<file path="config.mk">
export PLATFORM = sky130hd
export DESIGN_NAME = stage_memory
export DESIGN_NICKNAME = d
export VERILOG_FILES = /design/src/rtl/stage_memory.sv
export SDC_FILE = /design/constraint.sdc
export NUM_CORES = 1
export LEC_CHECK = 0
export ABC_AREA = 1
export BUFFER_PORTS_ARGS = -buffer_cell sky130_fd_sc_hd__buf_2
export CAP_MARGIN = 20
export CORE_ASPECT_RATIO = 0.6
export CORE_MARGIN = 10
export CORE_UTILIZATION = 40
export CTS_BUF_LIST = sky130_fd_sc_hd__clkbuf_8 sky130_fd_sc_hd__clkbuf_16
export CTS_CLUSTER_DIAMETER = 40
export CTS_CLUSTER_SIZE = 10
export DETAILED_ROUTE_END_ITERATION = 10
export SLEW_MARGIN = 40
export SYNTH_ARGS = -nofsm -noshare
export SYNTH_HDL_FRONTEND = slang
export SYNTH_SLANG_ARGS = --single-unit
</file>
<file path="constraint.sdc">
create_clock -name clk -period 5.2 [get_ports clk]
set_input_delay 0 -clock clk [delete_from_list [all_inputs] [get_ports clk]]
set_output_delay 0 -clock clk [all_outputs]
set_load 0.005 [all_outputs]
</file>
<file path="src/rtl/stage_memory.sv">
// Memory-access stage: issues byte/half/word loads and stores over a
// req/ready handshake, aligns and extends load data, stalls upstream while
// an access is outstanding, and aborts an access that never completes.
module stage_memory #(
  parameter int TIMEOUT_CYCLES = 16
) (
  input  logic        clk,
  input  logic        reset_n,
  input  logic        valid_in,
  input  logic [31:0] alu_result,
  input  logic [31:0] store_data,
  input  logic        mem_read,
  input  logic        mem_write,
  input  logic [1:0]  mem_size,
  input  logic        mem_unsigned,
  output logic        stall,
  output logic        dmem_req,
  output logic        dmem_we,
  output logic [31:0] dmem_addr,
  output logic [3:0]  dmem_be,
  output logic [31:0] dmem_wdata,
  input  logic        dmem_ready,
  input  logic [31:0] dmem_rdata,
  output logic        valid_out,
  output logic [31:0] mem_rd_data,
  output logic [31:0] mem_alu_result,
  output logic        misaligned,
  output logic        bus_error
);

  typedef enum logic {
    S_IDLE = 1'b0,
    S_REQ  = 1'b1
  } state_t;

  // Abort fires on the last permitted REQ cycle, so REQ lasts exactly
  // TIMEOUT_CYCLES cycles before the error result appears.
  localparam logic [31:0] TO_LAST = 32'(TIMEOUT_CYCLES - 1);
  localparam bit          TO_EN   = (TIMEOUT_CYCLES != 0);

  // Note: the reset port keeps its historical name but is active-high.
  logic        w_rst;

  state_t      r_state;
  logic [31:0] r_count;
  logic [31:0] r_alu;
  logic [1:0]  r_size;
  logic        r_unsigned;
  logic        r_is_store;
  logic        r_dmem_req;
  logic        r_dmem_we;
  logic [31:0] r_dmem_addr;
  logic [3:0]  r_dmem_be;
  logic [31:0] r_dmem_wdata;
  logic        r_valid_out;
  logic [31:0] r_rd_data;
  logic        r_misaligned;
  logic        r_bus_error;

  logic        w_is_mem;
  logic        w_bad_align;
  logic        w_timeout;
  logic [3:0]  w_be;
  logic [31:0] w_wdata;
  logic [31:0] w_shifted;
  logic [31:0] w_load_data;

  assign w_rst    = reset_n;
  assign w_is_mem = mem_read | mem_write;

  // Size 11 is never legal; halves need addr[0]=0, words need addr[1:0]=0.
  assign w_bad_align = (mem_size == 2'b11) ||
                       ((mem_size == 2'b01) && alu_result[0]) ||
                       ((mem_size == 2'b10) && (alu_result[1:0] != 2'b00));

  assign w_timeout = TO_EN && (r_count == TO_LAST);

  // Byte-enable pattern for the store or load being accepted.
  always_comb begin
    w_be = 4'b0000;
    case (mem_size)
      2'b00:   w_be = 4'b0001 << alu_result[1:0];
      2'b01:   w_be = alu_result[1] ? 4'b1100 : 4'b0011;
      default: w_be = 4'b1111;
    endcase
  end

  // Store data replicated across lanes so the enabled lane always carries it.
  for (genvar gi = 0; gi < 4; gi++) begin : g_lane
    always_comb begin
      w_wdata[8*gi +: 8] = store_data[8*gi +: 8];
      case (mem_size)
        2'b00:   w_wdata[8*gi +: 8] = store_data[7:0];
        2'b01:   w_wdata[8*gi +: 8] = store_data[8*(gi%2) +: 8];
        default: w_wdata[8*gi +: 8] = store_data[8*gi +: 8];
      endcase
    end
  end

  assign w_shifted = dmem_rdata >> {r_alu[1:0], 3'b000};

  // Extract the addressed byte/half from the read word and extend it.
  always_comb begin
    w_load_data = w_shifted;
    case (r_size)
      2'b00: w_load_data = r_unsigned ? {24'h0, w_shifted[7:0]}
                                      : {{24{w_shifted[7]}}, w_shifted[7:0]};
      2'b01: w_load_data = r_unsigned ? {16'h0, w_shifted[15:0]}
                                      : {{16{w_shifted[15]}}, w_shifted[15:0]};
      default: w_load_data = w_shifted;
    endcase
  end

  // Access FSM with all bus signals and result outputs registered.
  always_ff @(posedge clk) begin
    if (w_rst) begin
      r_state      <= S_IDLE;
      r_count      <= '0;
      r_alu        <= '0;
      r_size       <= '0;
      r_unsigned   <= 1'b0;
      r_is_store   <= 1'b0;
      r_dmem_req   <= 1'b0;
      r_dmem_we    <= 1'b0;
      r_dmem_addr  <= '0;
      r_dmem_be    <= '0;
      r_dmem_wdata <= '0;
      r_valid_out  <= 1'b0;
      r_rd_data    <= '0;
      r_misaligned <= 1'b0;
      r_bus_error  <= 1'b0;
    end else begin
      r_valid_out  <= 1'b0;
      r_misaligned <= 1'b0;
      r_bus_error  <= 1'b0;
      case (r_state)
        S_IDLE: begin
          if (valid_in) begin
            r_alu      <= alu_result;
            r_size     <= mem_size;
            r_unsigned <= mem_unsigned;
            r_is_store <= mem_write;
            r_count    <= '0;
            if (!w_is_mem) begin
              r_valid_out <= 1'b1;
              r_rd_data   <= '0;
            end else if (w_bad_align) begin
              r_valid_out  <= 1'b1;
              r_misaligned <= 1'b1;
              r_rd_data    <= '0;
            end else begin
              r_state      <= S_REQ;
              r_dmem_req   <= 1'b1;
              r_dmem_we    <= mem_write;
              r_dmem_addr  <= {alu_result[31:2], 2'b00};
              r_dmem_be    <= w_be;
              r_dmem_wdata <= w_wdata;
            end
          end
        end
        S_REQ: begin
          if (dmem_ready) begin
            r_state     <= S_IDLE;
            r_dmem_req  <= 1'b0;
            r_dmem_we   <= 1'b0;
            r_valid_out <= 1'b1;
            r_rd_data   <= r_is_store ? 32'h0 : w_load_data;
          end else if (w_timeout) begin
            r_state     <= S_IDLE;
            r_dmem_req  <= 1'b0;
            r_dmem_we   <= 1'b0;
            r_valid_out <= 1'b1;
            r_bus_error <= 1'b1;
            r_rd_data   <= '0;
          end else begin
            r_count <= r_count + 32'd1;
          end
        end
        default: r_state <= S_IDLE;
      endcase
    end
  end

  assign stall          = (r_state == S_REQ);
  assign dmem_req       = r_dmem_req;
  assign dmem_we        = r_dmem_we;
  assign dmem_addr      = r_dmem_addr;
  assign dmem_be        = r_dmem_be;
  assign dmem_wdata     = r_dmem_wdata;
  assign valid_out      = r_valid_out;
  assign mem_rd_data    = r_rd_data;
  assign mem_alu_result = r_alu;
  assign misaligned     = r_misaligned;
  assign bus_error      = r_bus_error;

endmodule

</file>
==> flow_summary.json <==
{
  "status": "finished, final reports clean",
  "timing.hold.worst.class": "in -> reg",
  "synth_compound_area_share_pct": 14.0,
  "yosys_warnings": 0,
  "ctsLongestPathBuffers": 2,
  "fin_crit_ns": 3.16,
  "clkTransAtPathRegs_ns": 0.07,
  "cp-end-kind": "register",
  "reg2regPathDepth": 9,
  "r2r_start": "stall",
  "hold_violations": 0,
  "antenna_found_initial": 1,
  "synth_top_area_cell": "dfxtp_1",
  "synthMuxAreaShare_pct": 0,
  "synth.distinct_cells": 37,
  "antenna_left": 0,
  "ys_seq_area_share_pct": 43.6,
  "grt_max_degree": 91,
  "drc": 0,
  "worst_pin_slew_ns": 0.793,
  "syn_area_um2": 7910,
  "syn_inst": 1178,
  "htreeDepth": 4,
  "cts_resized": 0,
  "dr.pass1.iters": 5,
  "wire_per_inst_um": 17.2,
  "clock-root-buffer": "clkbuf_16",
  "die-area_um2": 26000,
  "synth_simple_gate_area_share_pct": 34.8,
  "synthTopCellsByCount": "386 x nand2_1, 172 x dfxtp_1, 137 x nand3_1",
  "synthAdderAreaFrac_pct": 0.158,
  "cts_sinks": 172,
  "startpoint_type": "register",
  "arrival_ns": 3.48,
  "leakagePower_nw": 4.97,
  "gr-total-overflow": 0,
  "startpoint": "stall",
  "yosysMostFrequentCell": "nand2_1",
  "synth_seq_cells": 172,
  "criticalPathCategory": "reg -> reg",
  "netlist.area_leader.share_pct": 43.6,
  "design_area_um2": 10800,
  "drt_iter0_markers": 862,
  "drive_gt1_share_pct": 20.1,
  "place_area_um2": 9240,
  "tns_ns": 0,
  "chipWidth_um": 202,
  "holdPathStages": 7,
  "clock.fmax_mhz": 317,
  "power_density_nw_per_um2": 292,
  "grt_pass1_wl_um": 46700,
  "rsz0062_at_grt": "no",
  "die_y_um": 129,
  "globalRouteMet2Util_pct": 32.5,
  "ff2ff_setup_slack_ns": 2.04,
  "rows": 39,
  "synth_top_family_by_area": "simple AND/OR/NAND/NOR gates",
  "syn_to_final_growth_pct": 36.5,
  "maxCapViolCount": 0,
  "synth_edf_count": 0,
  "slew_violations": 0,
  "whs_ns": 0.0124,
  "finalClockSkew_ns": 0.0156,
  "cts_tree": "yes",
  "clk_latency_ns": 0.43,
  "via_count": 8913,
  "final_cells": 1752,
  "irDropWorstVdd_uv": 252,
  "cp_data_required_time_ns": 5.52,
  "wl_um": 30000,
  "grt_usage_pct": 22.2,
  "crit_fanout": 42,
  "slew_headroom_pct": 46.9,
  "cp-endpoint": "dmem_we",
  "synth.avg_cell_area_um2": 6.71,
  "fin_crit_sh_pct": 60.7,
  "core_area_um2": 19200,
  "cts_inserted_buffers": 17,
  "post-dp-hpwl_um": 20900,
  "setup_viol": 0,
  "routed_via_density": 5.09,
  "grt.busiest_layer": "met2",
  "met3_usage_pct": 8.20,
  "io_pins": 243,
  "place_inst": 1623,
  "grt_use_met1_pct": 30.1,
  "post_cts_buffers": 0,
  "initial_utilization_pct": 41.1,
  "synthTopCellsByArea": "dfxtp_1 44%, nand2_1 18%, nand3_1 8.7%, nor2_1 5.7%, a21oi_1 4.6%",
  "io_buffers": 240,
  "fin_nets": 1578,
  "finalWeightedCongestion": 0.896,
  "rr_endpoint": "dmem_we",
  "ys.flop_type": "dfxtp_1",
  "synthArstFlopShare_pct": 0,
  "grt_pass1_vias": 8350,
  "synth_xor_area_share_pct": 0.997,
  "final_util_pct": 56.1
}
what timing repair did:
action,CTS,global route
endpoints found under the hold margin,119,0
endpoints found under the setup margin,0,0
hold buffers,96,0
worst min-delay path by stage:
| stage | start | endpoint | slack (ns) |
|---|---|---|---|
| finish | dmem_rdata[19] | mem_rd_data[11] | 0.01 |
| global route | dmem_rdata[5] | mem_rd_data[5] | 0.02 |
| CTS | dmem_rdata[19] | mem_rd_data[11] | 0.001 |
| detailed placement | alu_result[14] | mem_alu_result[14] | 0.24 |
| global placement | alu_result[24] | mem_alu_result[24] | 0.24 |
| floorplan | store_data[0] | dmem_wdata[0] | 0.13 |
stage by stage:
step,setup WS [ns],power (mW)
after floorplan,3.52,1.64
after global placement,2.31,1.81
after detailed placement,2.53,1.82
after CTS,1.99,3.17
after global routing,1.87,3.28
final,2.04,3.15
cells by family after synthesis:
| kind of cell | after synthesis |
|---|---|
| AND/OR/NAND/NOR | 667 |
| AO/OA/AOI/OAI | 202 |
| flip-flops | 172 |
| buffers and inverters | 126 |
| XOR/XNOR | 9 |
| adder cells (fa/ha/maj) | 1 |
| other | 1 |
power by group:
| group | switching [mW] | leakage (nW) | internal [mW] | total, mW |
|---|---|---|---|---|
| Sequential | 0.0328 | 1.40 | 1.37 | 1.41 |
| Clock | 0.583 | 0.300 | 0.719 | 1.30 |
| Combinational | 0.263 | 3.27 | 0.182 | 0.445 |
registers in the layout (all words and copies together) (netlist names), 2 cells and up:
signal          cells
dmem_wdata         32
mem_alu_result     32
mem_rd_data        32
r_count            32
dmem_addr          30
dmem_be             4
r_size              2
cells in the final DEF (no fill, tap or decap), types with 16 or more instances in the layout:
master,synthesis,final
nand2_1,386,386
buf_2,14,240
dfxtp_1,172,172
nand3_1,137,137
nor2_1,120,118
dlygate4sd3_1,0,96
a21oi_1,73,73
o21ai_0,67,67
inv_1,48,51
o21ai_1,18,18
clkbuf_16,0,17
a31oi_1,16,16
cell type report:
cell class | count | area (µm²)
tap | 266 | 333
clock inverter | 15 | 164
timing repair buffer | 346 | 2240
fill | 1903 | 8430
inverter | 54 | 205
multi-input combinational | 881 | 3980
clock buffer | 17 | 425
sequential | 172 | 3440
antenna | 1 | 2.50
worst max-delay path, cell delays in order, from the launching register on:
cell and delay (ns):
dfxtp_1 0.37, nor2_4 0.11, buf_4 0.45, inv_2 0.36, nor2_4 0.22, clkinv_2 0.55
nand2_1 0.19, nand3b_1 0.13, a21oi_1 0.06, dlygate4sd3_1 0.60
per-layer routing:
layer	share of wire, %	up-vias
met5	0	-
met4	1.3	0
met3	10	28
met2	42	348
met1	46	4072
li1	-	4465
Note: power is estimated with default switching activity, not from simulation.
